[src/rtl/functional_unit_pipe.sv]
// Tomasulo functional unit: one tagged add/sub/mul op at a time, result held on the CDB until granted (mul only with FU_MUL_EN).
// Latency: ADD_LAT edges for add/sub, MUL_LAT for mul, 1 for illegal opcodes; issue_ready stays low until the grant edge.
// Backpressure: the result is held indefinitely while cdb_grant is low; flush squashes any in-flight or held op.
module functional_unit_pipe #(
    parameter int WIDTH   = 16,
    parameter int TAG_W   = 3,
    parameter int ADD_LAT = 2,
    parameter int MUL_LAT = 4
) (
    input  logic             clock,
    input  logic             reset,
    input  logic             issue_valid,
    output logic             issue_ready,
    input  logic [3:0]       issue_op,
    input  logic [TAG_W-1:0] issue_tag,
    input  logic [WIDTH-1:0] src_a,
    input  logic [WIDTH-1:0] src_b,
    input  logic             flush,
    output logic             cdb_valid,
    output logic [TAG_W-1:0] cdb_tag,
    output logic [WIDTH-1:0] cdb_data,
    output logic             cdb_illegal,
    input  logic             cdb_grant
);

    localparam int MAX_LAT = (ADD_LAT > MUL_LAT) ? ADD_LAT : MUL_LAT;
    localparam int CNT_W   = (MAX_LAT < 2) ? 1 : $clog2(MAX_LAT + 1);

    localparam logic [3:0] OP_ADD = 4'b0000;
    localparam logic [3:0] OP_SUB = 4'b0001;
    localparam logic [3:0] OP_MUL = 4'b0100;

    typedef enum logic [1:0] {
        S_IDLE = 2'd0,
        S_EXEC = 2'd1,
        S_HOLD = 2'd2
    } state_e;

    state_e             state_q, state_d;
    logic [CNT_W-1:0]   cnt_q, cnt_d;
    logic [3:0]         op_q, op_d;
    logic               illegal_q, illegal_d;
    logic [WIDTH-1:0]   a_q, a_d;
    logic [WIDTH-1:0]   b_q, b_d;
    logic [TAG_W-1:0]   tag_q, tag_d;
    logic [TAG_W-1:0]   cdb_tag_q, cdb_tag_d;
    logic [WIDTH-1:0]   cdb_data_q, cdb_data_d;
    logic               cdb_illegal_q, cdb_illegal_d;

    logic               issue_legal;
    logic [CNT_W-1:0]   issue_lat;
    logic [WIDTH-1:0]   alu_res;

    // Opcode decode at issue time picks both legality and the countdown length.
    always_comb begin
        issue_legal = 1'b0;
        issue_lat   = CNT_W'(1);
        case (issue_op)
            OP_ADD, OP_SUB: begin
                issue_legal = 1'b1;
                issue_lat   = CNT_W'(ADD_LAT);
            end
`ifdef FU_MUL_EN
            OP_MUL: begin
                issue_legal = 1'b1;
                issue_lat   = CNT_W'(MUL_LAT);
            end
`endif
            default: begin
                issue_legal = 1'b0;
                issue_lat   = CNT_W'(1);
            end
        endcase
    end

    always_comb begin
        alu_res = '0;
        case (op_q)
            OP_ADD:  alu_res = b_q + a_q;
            OP_SUB:  alu_res = b_q - a_q;
`ifdef FU_MUL_EN
            OP_MUL:  alu_res = b_q * a_q;
`endif
            default: alu_res = '0;
        endcase
    end

    always_comb begin
        state_d       = state_q;
        cnt_d         = cnt_q;
        op_d          = op_q;
        illegal_d     = illegal_q;
        a_d           = a_q;
        b_d           = b_q;
        tag_d         = tag_q;
        cdb_tag_d     = cdb_tag_q;
        cdb_data_d    = cdb_data_q;
        cdb_illegal_d = cdb_illegal_q;

        // Flush wins over everything, including an issue in the same cycle.
        if (flush) begin
            state_d = S_IDLE;
            cnt_d   = '0;
        end else begin
            case (state_q)
                S_IDLE: begin
                    if (issue_valid) begin
                        op_d      = issue_op;
                        illegal_d = ~issue_legal;
                        a_d       = src_a;
                        b_d       = src_b;
                        tag_d     = issue_tag;
                        cnt_d     = issue_lat;
                        state_d   = S_EXEC;
                    end
                end
                S_EXEC: begin
                    cnt_d = cnt_q - CNT_W'(1);
                    if (cnt_q == CNT_W'(1)) begin
                        state_d       = S_HOLD;
                        cdb_tag_d     = tag_q;
                        cdb_data_d    = illegal_q ? '0 : alu_res;
                        cdb_illegal_d = illegal_q;
                    end
                end
                S_HOLD: begin
                    if (cdb_grant) begin
                        state_d = S_IDLE;
                    end
                end
                default: state_d = S_IDLE;
            endcase
        end
    end

    always_ff @(posedge clock or posedge reset) begin
        if (reset) begin
            state_q       <= S_IDLE;
            cnt_q         <= '0;
            op_q          <= '0;
            illegal_q     <= 1'b0;
            a_q           <= '0;
            b_q           <= '0;
            tag_q         <= '0;
            cdb_tag_q     <= '0;
            cdb_data_q    <= '0;
            cdb_illegal_q <= 1'b0;
        end else begin
            state_q       <= state_d;
            cnt_q         <= cnt_d;
            op_q          <= op_d;
            illegal_q     <= illegal_d;
            a_q           <= a_d;
            b_q           <= b_d;
            tag_q         <= tag_d;
            cdb_tag_q     <= cdb_tag_d;
            cdb_data_q    <= cdb_data_d;
            cdb_illegal_q <= cdb_illegal_d;
        end
    end

    assign issue_ready = (state_q == S_IDLE);
    assign cdb_valid   = (state_q == S_HOLD);
    assign cdb_tag     = cdb_tag_q;
    assign cdb_data    = cdb_data_q;
    assign cdb_illegal = cdb_illegal_q;

endmodule
[config.mk]
export PLATFORM = sky130hd
export DESIGN_NAME = functional_unit_pipe
export DESIGN_NICKNAME = d
export VERILOG_FILES = /design/src/rtl/functional_unit_pipe.sv
export SDC_FILE = /design/constraint.sdc
export NUM_CORES = 1
export LEC_CHECK = 0
export ABC_AREA = 1
export CAP_MARGIN = 20
export CORE_ASPECT_RATIO = 0.75
export CORE_MARGIN = 10
export CORE_UTILIZATION = 55
export CTS_CLUSTER_SIZE = 25
export DETAILED_ROUTE_END_ITERATION = 16
export DONT_BUFFER_PORTS = 1
export MAX_ROUTING_LAYER = met4
export PLACE_DENSITY = 0.8
export SYNTH_ARGS = -nofsm -noshare
export SYNTH_HDL_FRONTEND = slang
export SYNTH_SLANG_ARGS = --single-unit
[constraint.sdc]
create_clock -name clock -period 2.2 [get_ports clock]
set_input_delay 0.33 -clock clock [delete_from_list [all_inputs] [get_ports clock]]
set_output_delay 0.33 -clock clock [all_outputs]
set_load 0.01 [all_outputs]
=== Word level (Yosys, flattened, before mapping) ===
Index checks and enable logic that the tools add are counted.
Widths: inputs -> output; s select.

* Flip-flop bits (word level): 65
* Input port bits: 44

* Equality and inequality tests: 8
* Bitwise logic cells: 2
* $add $sub $neg: 3
* Mux-type cells: 12
* Reductions and logical operators: 9

{| class="wikitable"
|+ Operator list
! kind !! count
|-
| $pmux 16 s2 || 1
|-
| $add 16x16->16 || 1
|-
| $mux 16 || 1
|-
| $sub 16x16->16 || 1
|-
| $mux 2 || 5
|-
| $reduce_and 3->1 || 3
|-
| $eq 4x1->1 const B || 2
|-
| $logic_not 4->1 || 2
|-
| $mux 3 || 2
|-
| $ne 3x2->1 const B || 2
|-
| $pmux 2 s3 || 1
|-
| $pmux 3 s2 || 1
|-
| $eq 3x1->1 const B || 1
|-
| $ne 3x3->1 const B || 1
|-
| $reduce_bool 3->1 || 1
|-
| $sub 3x1->3 const B || 1
|-
| $eq 2x1->1 const B || 1
|-
| $eq 2x2->1 const B || 1
|-
| $logic_not 2->1 || 1
|-
| $not 1->1 || 2
|-
| $reduce_and 2->1 || 1
|-
| $reduce_or 2->1 || 1
|-
| $mux 1 || 1
|}

=== Depth between registers and ports, before layout ===
Gate-level depths: netlist of run 1.

* Depth after elaboration: 6
* Depth in mapped cells: 20

=== Worst setup path after synthesis of run 1 ===
Ideal clock, no wire load.

* Path type: reg2reg
* From: register a_q[0]
* To: register cdb_data_q[15] (netlist: cdb_data[15])
* Setup time: 0.117 ns
* Period minus slack after synthesis: 2.376 ns
* Setup slack: -0.176 ns
* Arrival time: 2.259 ns
* Buffers on the path: 0
* Cell stages (with the launch flop): 18
* Path through: dfrtp_1 > inv_1 > ha_1 > nand3_1 > nor3_1 > a31oi_1 > xor2_1 > ha_1 > a21oi_1 > nand2_1 > nand2_1 > nand2_1 > inv_1 > nand2_1 > inv_1 > nand2_1 > nand3_1 > nand2_1

* Word-level cells in the longest chain between the ends: 3

{| class="wikitable"
|+ Ends and longest elaborated chain
! what !! line !! text
|-
| start: declaration || 43 || <nowiki>logic [WIDTH-1:0] a_q, a_d;</nowiki>
|-
| start signal: assignment || 142 || <nowiki>a_q <= '0;</nowiki>
|-
| start signal: assignment || 153 || <nowiki>a_q <= a_d;</nowiki>
|-
| $sub 16x16->16 / $add 16x16->16 (equally long branches) || 80, 79 ||
|-
| $pmux 16 s2 (*) || 78 || <nowiki>case (op_q)</nowiki>
|-
| $mux 16 (*) || 122 || <nowiki>cdb_data_d = illegal_q ? '0 : alu_res;</nowiki>
|-
| end signal: assignment || 157 || <nowiki>cdb_data_q <= cdb_data_d;</nowiki>
|-
| end: declaration || 47 || <nowiki>logic [WIDTH-1:0] cdb_data_q, cdb_data_d;</nowiki>
|}

Mark *: on every way between the ends. The rest lies on a longest branch, timed or not.
A chain may end at the register's enable or synchronous reset.

=== Worst setup path after layout of run 1 ===
Ends and elaborated chain as after synthesis.

==> reports/qor.csv, run 1 <==
metric,value,unit
first-pass GRT wire length,16100,um
Fmax achieved,0.399,GHz
Max Clock Skew,0.0115,ns
CTS buffer count,9,
row count,25,
critical path arrival,2.76,ns
Slew HR,0.626,
final WL,10200,um
worst reg2reg path depth,20,
Worst Hold Depth,1,
Yosys top cell area share,0.439,
"most used cell, CP",nand2_1,
xor/xnor share of the synthesized area,0.0425,
RePlAce Congestion,0.959,
min-delay worst type,input pin to register,
CP Launch Type,register,
Syn Std Cell Area,3710,um2
"FF+latch count, synth",65,
slowest CP cell,dfrtp_1,
Area contributors post-synth,"dfrtp_1 (44%), nand2_1 (19%), ha_1 (6.1%), inv_1 (5.8%), o21ai_0 (5.1%)",
DP Worst Slack,-0.234,ns
Syn Inst Count,495,
final setup fails,13,
die width,115,um
Syn Area/Cell,7.49,um2
Detailed Route Iter0 Violations,210,
Final min period,2.51,ns
drc violations,0,
Max clock buf depth,2,
Buffers on Ports,0,
number of enable flip-flop cells after synthesis,0,
vias in the first global route,3343,
final cell count without fillers,647,
detailed-route via count,3437,
area share of fa/ha/maj cells after synthesis,0.0661,
asr flop ratio synth,1.00,
fillers,472,
Crit. End Element,register,
largest net degree at the start of global routing,56,
Die Area,10500,um2
CTS Root Cell,clkbuf_8,
number of vias per cell,5.31,
Main synth FF type,dfrtp_1,
CTS tree,built,
Pwr Density,1380,nW/um2
largest family of logic cells by synthesized area,simple AND/OR/NAND/NOR gates,
compound-gate portion of the synthesized area,0.100,
CP bufs+invs,5,
clk_lat worst skew,0.36,ns
Top Layer Used,met4,
"Net count, final",624,
number of antenna violations at the first check in global routing,0,
Synth-to-Final Area Change,29.6,%
ANT nets after route,0,
Post-DP HPWL,7030,um
Crit Path Max Fanout,4,
Overflow after GRT,0,
IO Pins,66,
WP data required,2.45,ns
kind of critical path,register to register,
Setup WS post-layout,-0.309,ns
core box area,6410,um2
"Seq/Total Area, Yosys",0.439,
routed wl met3,701,um
largest area contributor in the synthesized netlist,dfrtp_1,
DP Cell Count,614,
Pleak,2.52,nW
Ys Warns,0,
layout cell share with drive strength beyond 1,0.272,
Initial Utilization,0.578,
Mapped Nets,558,
Diodes inserted,0,
"IR drop worst, VDD",553,uV
distinct cell type count after synthesis,30,
CTS H-Tree Depth,3,
CP peak stage delay,0.40,ns
failing checks,setup timing,
"Critical Path, Cell by Cell",inv_2 -> ha_4 -> nand3_4 -> nor3_4 -> buf_6 -> a31oi_2 -> xor2_1 -> ha_1 -> nand2_1 -> inv_1 -> nand2_1 -> nand2_1 -> nand2_1 -> nand2_1 -> inv_1 -> nand2_1 -> inv_1 -> nand2_1 -> nand3_1 -> nand2_1,
mux contribution to synthesized area,0.00304,
Max Cap Viol,0,
status,finished with violations,
final worst path period share,1.14,
simple-gate share of the synthesized area,0.276,
final hold violation count,0,
WL met1,4550,um
RSZ-0062 raised after global routing,true,
DIE HEIGHT,91.1,um
GRT Overall Usage,0.193,
Crit. path cell count,20,
Tightest Pin Transition,0.559,ns
mean routed wirelength per cell,15.8,um
clk slew on worst S/H paths,0.07,ns
DR WL met2,4760,um
Max Slew Vio Count,0,
Top Family by Delay on Critical Path,simple AND/OR/NAND/NOR gates,
Pre-Repair DR Iteration Count,4,
# clock sinks,65,
==> state kept, by name (all words and copies together) (netlist names) <==
| name | flops |
|---|---|
| a_q | 16 |
| b_q | 16 |
| cdb_data | 16 |
| cdb_illegal | 1 |
| cdb_tag | 3 |
| cnt_q | 3 |
| illegal_q | 1 |
| op_q | 4 |
| state_q | 2 |
| tag_q | 3 |
==> placed cells by master (no fill, tap or decap), types with 13 or more instances in the layout <==
| master | netlist | routed |
|---|---|---|
| nand2_1 | 189 | 171 |
| dfrtp_1 | 65 | 65 |
| buf_4 | 0 | 58 |
| inv_1 | 57 | 50 |
| o21ai_0 | 38 | 31 |
| nor2_1 | 25 | 18 |
| nand2_2 | 2 | 17 |
| nand3_1 | 19 | 14 |
| xor2_1 | 14 | 13 |
| ha_1 | 18 | 13 |
==> cells in the mapped netlist, types with 3 or more instances <==
master and instances:
ha_1 18, nand4_1 3, buf_2 6, xnor2_1 4, nor2_1 25, inv_1 57, inv_2 3, a21oi_1 21
o21ai_0 38, nand3_1 19, nor3_1 6, nand2_1 189, dfrtp_1 65, xor2_1 14, clkbuf_1 4, nand3b_1 3
==> path summary, 6_finish.rpt <==
check / start / to / slack (ns)
hold / removal: cdb_grant / state_q[1] / 0.06
max in group asynchronous: reset / op_q[3] / 1.11
hold reg to reg: b_q[4] / b_q[4] / 0.49
min in group asynchronous: reset / cdb_data[15] / 0.48
setup reg to reg: a_q[0] / cdb_data[15] / -0.31
setup / recovery: a_q[0] / cdb_data[15] / -0.31
==> through the flow <==
stage | utilization | hold slack [ns] | instance area [um2] | power (mW) | TNS (ns)
3_5_place_dp | 0.659 | 0.291 | 4220 | 4.79 | -1.78
2_1_floorplan | - | 0.425 | 3780 | 3.68 | -0.0216
4_1_cts | 0.719 | 0.0428 | 4610 | 6.21 | -0.942
6_report | 0.749 | 0.0578 | 4800 | 6.65 | -2.00
5_1_grt | 0.749 | 0.0509 | 4800 | 7.16 | -3.86
3_3_place_gp | 0.659 | 0.288 | 4220 | 4.71 | -1.26
==> kinds of logic after synthesis <==
group                    after synthesis
multiplexers                           1
AND/OR/NAND/NOR                      252
adder cells (fa/ha/maj)               19
flip-flops                            65
XOR/XNOR                              18
buffers and inverters                 70
AO/OA/AOI/OAI                         70
==> final cells by class <==
type | instances | area (um2) | share of cell area
repair buffers | 65 | 531 | 0.110
well taps | 81 | 101 | 0.0211
flip-flops and latches | 65 | 1630 | 0.339
multi-input cells | 360 | 2110 | 0.439
clock buffers | 11 | 141 | 0.0294
clock inverters | 5 | 63.8 | 0.0133
inverters | 60 | 230 | 0.0479
==> worst register-to-register path, delay by kind of cell (launching register included) <==
| family | cells | cell delay (ns) |
|---|---|---|
| fa+ha+maj | 2 | 0.49 |
| buf+inv | 5 | 0.44 |
| xor+xnor | 1 | 0.15 |
| simple gates | 11 | 0.87 |
| compound gates | 1 | 0.08 |
| flops | 1 | 0.40 |
==> report_power, final <==
| part | total, mW | switching (mW) | internal (mW) |
|---|---|---|---|
| clock network | 1.05 | 0.489 | 0.562 |
| logic | 3.70 | 1.98 | 1.72 |
| registers | 1.89 | 0.347 | 1.55 |
| total | 6.65 | 2.82 | 3.83 |
==> metal layers <==
metal  global-route usage  up-vias
li1                     -     1701
met1                0.252     1606
met2                0.286      111
met3               0.0546       19
met4               0.0535        0
met5                    -        -
==> repair_timing <==
item	in CTS	in global routing
resized for setup	31	39
endpoints found under the hold margin	24	0
setup endpoints to repair	13	13
buffers inserted	9	7
pin swaps	11	22
hold buffers	1	0
Note: power is estimated with default switching activity, not from simulation.
==> run 2: changes to the inputs <==
ABC_AREA = not set   (was 1)
==> run 2 against run 1 <==
The flow still finishes with violations (setup timing). Highest routed layer unchanged. Critical path type unchanged. Area after synthesis decreased by 3.6%. Final cell count decreased by 19%. Core utilization increased by 7.4 points. Worst hold slack got worse by 0.022 ns. Final area increased by 8.2%. Sequential cell count unchanged. Die area decreased by 2.9%. Sequential share of layout area decreased by 2.5 points. Count of clock-buffer cells in the layout increased by 1. Routed wire length increased by 4.1%.
==> reports/qor.csv, run 2 <==
metric,value,unit,change
final worst path period share,1.52,,+0.383
layout cell share with drive strength beyond 1,0.516,,+0.244
"Net count, final",501,,-20%
Main synth FF type,dfrtp_1,,
Final Instance Area,5200,um2,+8.2%
Max Clock Skew,0.00822,ns,-0.00328 ns
CTS H-Tree Depth,3,,unchanged
asr flop ratio synth,1.00,,unchanged
slowest CP cell,or4_4,,
synth cell count leaders,"dfrtp_1 (65), mux2_2 (37), nand2_1 (32), o21ai_0 (32), nor2_1 (26)",,
Final min period,3.35,ns,+0.843 ns
die width,113,um,-1.5%
Area after DPL,4270,um2,+1.0%
Setup WS post-layout,-1.15,ns,-0.843 ns
largest area contributor in the synthesized netlist,dfrtp_1,,
CTS Root Cell,clkbuf_8,,
Max Slew Vio Count,0,,unchanged
Pre-Repair DR Iteration Count,4,,unchanged
WP data required,2.44,ns,about the same
number of enable flip-flop cells after synthesis,0,,unchanged
Reg area,1630,um2,+0.23%
Buffers on Ports,0,,unchanged
ANT nets after route,0,,unchanged
Fin Hold WS,0.0358,ns,-0.0220 ns
clk_lat worst skew,0.36,ns,about the same
Diodes inserted,0,,unchanged
RSZ-0062 raised after global routing,true,,
"FF+latch count, synth",65,,unchanged
GRT Overall Usage,0.189,,-0.00445
Worst Hold Depth,1,,unchanged
Initial Utilization,0.566,,-0.0124
final WL,10600,um,+4.1%
status,finished with violations,,
"Seq/Total Area, Yosys",0.455,,+0.0163
CP peak stage delay,0.56,ns,+0.16 ns
vias in the first global route,2969,,-11%
Crit. End Element,register,,
IO Pins,66,,unchanged
Crit Path Max Fanout,2,,-2
largest net degree at the start of global routing,49,,-13%
Syn Std Cell Area,3570,um2,-3.6%
"leading cell type in the layout, fill and taps excluded",buf_4,,
CP Launch Type,register,,
"Critical Path, Cell by Cell",or4_4 -> nor3_4 -> nand2_2 -> o41ai_4 -> xor2_1 -> ha_1 -> a211oi_1 -> nand2_1 -> or3_1 -> o21ai_1 -> xnor2_1 -> a22o_1,,
Syn Inst Count,343,,-31%
post-layout util,0.823,,+0.0735
DP Cell Count,479,,-22%
first-pass GRT wire length,15200,um,-5.8%
Yosys top cell area share,0.455,,+0.0163
CTS tree,built,,
# clock sinks,65,,unchanged
final setup fails,13,,unchanged
Max Cap Viol,0,,unchanged
Tot Pwr,6.63,mW,-0.21%
Syn Area/Cell,10.4,um2,+39%
"commonest cells after routing, fill and taps aside","buf_4 (75), dfrtp_1 (62), mux2_2 (37)",,
Detailed Route Iter0 Violations,157,,-25%
Pleak,2.29,nW,-9.0%
CTS buffer count,9,,unchanged
Max clock buf depth,2,,unchanged
RePlAce Congestion,0.875,,-8.8%
Fmax achieved,0.298,GHz,-25%
DP Worst Slack,-0.882,ns,-0.648 ns
Die Area,10200,um2,-2.9%
Mapped Nets,406,,-27%
DIE HEIGHT,89.8,um,-1.4%
setup_tns,-7.11,ns,-5.11 ns
fillers,352,,-25%
final hold violation count,0,,unchanged
critical path arrival,3.59,ns,+0.83 ns
Post-DP HPWL,6920,um,-1.5%
min-delay worst type,input pin to register,,
clk slew on worst S/H paths,0.07,ns,about the same
number of vias per cell,5.84,,+10%
number of antenna violations at the first check in global routing,0,,unchanged
kind of critical path,register to register,,
failing checks,setup timing,,
detailed-route via count,3055,,-11%
area of the multi-input gates,2410,um2,+14%
Ys Warns,0,,unchanged
most common cell in the netlist,dfrtp_1,,
Synth-to-Final Area Change,45.4,%,
row count,25,,unchanged
core box area,6320,um2,-1.5%
Pwr Density,1280,nW/um2,-7.8%
Tightest Pin Transition,0.605,ns,+0.0452 ns
distinct cell type count after synthesis,47,,+57%
Slew HR,0.596,,-0.0301
mean routed wirelength per cell,20.3,um,+29%
Overflow after GRT,0,,unchanged
Area contributors post-synth,"dfrtp_1 (46%), mux2_2 (12%), ha_1 (6.3%), o21ai_0 (4.5%), xnor2_1 (3.7%)",,
worst reg2reg path depth,12,,-40%
drc violations,0,,unchanged
"IR drop worst, VDD",614,uV,+11%
final cell count without fillers,523,,-19%
## run 2: timing repair
action	4_1_cts	5_1_grt
hold buffers	1	0
setup buffers	13	17
pin swaps	32	40
endpoints found under the setup margin	13	13
resized for setup	35	65
endpoints found under the hold margin	26	0
## run 2: logic make-up after synthesis
family	after synthesis	synth area share
compound gates	85	0.151
xor+xnor	23	0.0564
fa+ha+maj	19	0.0686
buf+inv	24	0.0336
flops	65	0.455
mux	37	0.117
simple gates	90	0.119
## run 2: worst paths after layout
check | start | endpoint | slack [ns]
setup / recovery | a_q[4] | cdb_data[15] | -1.15
hold / removal | flush | cnt_q[0] | 0.04
setup reg to reg | a_q[4] | cdb_data[15] | -1.15
hold reg to reg | tag_q[0] | tag_q[0] | 0.51
max in group asynchronous | reset | a_q[3] | 1.07
min in group asynchronous | reset | b_q[2] | 0.50
## run 2: area by class of cell
class | instances | area share
Clock inverter | 3 | 0.00770
Clock buffer | 12 | 0.0299
Tap cell | 81 | 0.0195
Timing Repair Buffer | 96 | 0.157
Inverter | 12 | 0.00867
Multi-Input combinational cell | 254 | 0.464
Sequential cell | 65 | 0.314
## run 2: where the power goes
group          total (mW)  internal (mW)  leakage [nW]  switching [mW]
clock network        1.03          0.575         0.102           0.455
logic                3.88           2.07          1.39            1.80
registers            1.73           1.46         0.794           0.269
## run 2: worst max-delay path, delay by kind of cell (launching register included)
family	cells	cell delay (ns)
adder cells (fa/ha/maj)	1	0.27
AO/OA/AOI/OAI	4	0.91
XOR/XNOR	2	0.30
flip-flops	1	0.38
AND/OR/NAND/NOR	5	1.38
## run 2: per-layer routing
layer / part of all wire / vias to the layer above / track usage
li1: - / 1425 / -
met1: 0.45 / 1509 / 0.240
met2: 0.47 / 98 / 0.284
met3: 0.053 / 23 / 0.0618
met4: 0.025 / 0 / 0.0432
met5: 0 / - / -
==> run 3: changes to the inputs <==
CORE_MARGIN = 5   (was 10)
MAX_ROUTING_LAYER = not set   (was met4)
REMOVE_ABC_BUFFERS = 1   (was not set)
==> run 3 against run 2 <==
Count of clock-buffer cells in the layout up 1. Critical endpoint unchanged. Worst setup slack worse by 0.026 ns. Via count up 10%. The run still ends with setup timing left. Final area down 0.75%. Routed wire length up 16%. Die area down 19%. Largest power group unchanged. Clock power about the same. Register-to-register slack worse by 0.03 ns. Sequential share of layout area up 0.16 points. Clock skew up 0.0025 ns. Core utilization down 0.61 points. Global-route usage up 5.8 points.
==> reports/qor.csv, run 3 (synthesis results as in run 2) <==
metric,value,unit,change
status,finished with violations,,
failing checks,setup timing,,
Max Cap Viol,0,,unchanged
Detailed Route Iter0 Violations,325,,+110%
"leading cell type in the layout, fill and taps excluded",buf_4,,
number of antenna violations at the first check in global routing,1,,+1
R2R Path Start,a_q[4],,
Initial Utilization,0.566,,unchanged
Max Clock Skew,0.0108,ns,+0.00255 ns
clk_lat worst skew,0.36,ns,about the same
# clock sinks,65,,unchanged
"commonest cells after routing, fill and taps aside","buf_4 (78), dfrtp_1 (65), mux2_2 (37)",,
Setup WS post-layout,-1.18,ns,-0.0255 ns
WP data required,2.45,ns,about the same
Crit Path Max Fanout,3,,+1
mean routed wirelength per cell,23.4,um,+15%
clk slew on worst S/H paths,0.07,ns,about the same
RePlAce Congestion,0.910,,+4.1%
largest net degree at the start of global routing,42,,-14%
first-pass GRT wire length,15600,um,+2.4%
Pleak,2.30,nW,+0.48%
Overflow after GRT,0,,unchanged
min-delay worst type,input pin to register,,
Area after DPL,4170,um2,-2.3%
kind of critical path,register to register,,
DIE HEIGHT,79.8,um,-11%
Buffers on Ports,0,,unchanged
"Net count, final",505,,+0.80%
Hold Path Origin,flush,,
"IR drop worst, VDD",816,uV,+33%
row count,25,,unchanged
number of vias per cell,6.37,,+9.0%
CP Launch Point,a_q[4],,
core box area,6320,um2,unchanged
Tightest Pin Transition,0.610,ns,+0.00493 ns
Slew HR,0.593,,-0.00329
CTS H-Tree Depth,3,,unchanged
Post-DP HPWL,6320,um,-8.7%
final WL,12400,um,+16%
detailed-route via count,3369,,+10%
vias in the first global route,3181,,+7.1%
Die Area,8230,um2,-19%
final cell count without fillers,529,,+1.1%
Pwr Density,1340,nW/um2,+4.8%
ANT nets after route,0,,unchanged
Fin Hold WS,0.0250,ns,-0.0108 ns
Crit. End Element,register,,
Max Slew Vio Count,0,,unchanged
Max clock buf depth,2,,unchanged
IO Pins,66,,unchanged
critical path arrival,3.63,ns,+0.04 ns
final hold violation count,0,,unchanged
GRT Overall Usage,0.246,,+0.0577
CP Launch Type,register,,
final worst path period share,1.53,,+0.0116
drc violations,0,,unchanged
die width,103,um,-8.8%
RSZ-0062 raised after global routing,true,,
CTS tree,built,,
Final min period,3.38,ns,+0.0255 ns
Tot Pwr,6.90,mW,+4.0%
Pre-Repair DR Iteration Count,5,,+1
final setup fails,13,,unchanged
Synth-to-Final Area Change,44.3,%,
layout cell share with drive strength beyond 1,0.506,,-0.0102
CTS Root Cell,clkbuf_8,,
setup_tns,-8.25,ns,-1.14 ns
CTS buffer count,9,,unchanged
Fmax achieved,0.296,GHz,-0.76%
Final Instance Area,5160,um2,-0.75%
DP Cell Count,484,,+1.0%
## run 3: path summary, 6_finish.rpt
check / to / slack [ns] / depth (start not counted)
max: cdb_data[15] / -1.18 / 12
max in group asynchronous: tag_q[2] / 1.07 / 3
min: cnt_q[1] / 0.02 / 1
min in group asynchronous: b_q[8] / 0.51 / 2
min reg2reg: cdb_tag[2] / 0.50 / 1
max reg2reg: cdb_data[15] / -1.18 / 12
## run 3: what timing repair did
action | CTS | global route
hold buffers | 1 | 0
resized for setup | 78 | 60
endpoints found under the setup margin | 14 | 13
buffers inserted | 11 | 20
endpoints found under the hold margin | 26 | 0
pin swaps | 35 | 45
## run 3: area by class of cell
type / count / area (um2)
Fill cell: 325 / 1160
Clock buffer: 13 / 149
Inverter: 12 / 45.0
Clock inverter: 3 / 40.0
Antenna cell: 1 / 2.50
Timing Repair Buffer: 100 / 850
Tap cell: 81 / 101
Sequential cell: 65 / 1630
Multi-Input combinational cell: 254 / 2340
## run 3: power breakdown
group / internal (mW) / switching, mW
clock network: 0.552 / 0.454
logic: 2.10 / 2.06
registers: 1.46 / 0.284
## run 3: per-layer routing
metal | GRT usage | routed length [um] | up-vias
li1 | - | - | 1433
met1 | 0.297 | 4740 | 1651
met2 | 0.405 | 5730 | 221
met3 | 0.0891 | 1280 | 64
met4 | 0.0867 | 590 | 0
met5 | 0 | 0 | -
## run 3: stage by stage
stage | util | worst slack, ns
after global routing | 0.816 | -1.26
after CTS | 0.746 | -0.868
after detailed placement | 0.660 | -1.13
after global placement | 0.660 | -1.05
after floorplan | - | -1.89
final | 0.816 | -1.18
## run 3: worst max-delay path, cell delays in order (launching register included)
cell and delay (ns):
dfrtp_1 0.41, or4_4 0.57, nor3_4 0.24, nand2_2 0.11, o41ai_4 0.23, xor2_1 0.21
ha_1 0.30, a211oi_2 0.24, nand2_1 0.13, or3_4 0.36, o21ai_4 0.15, xnor2_1 0.12
a22o_1 0.21
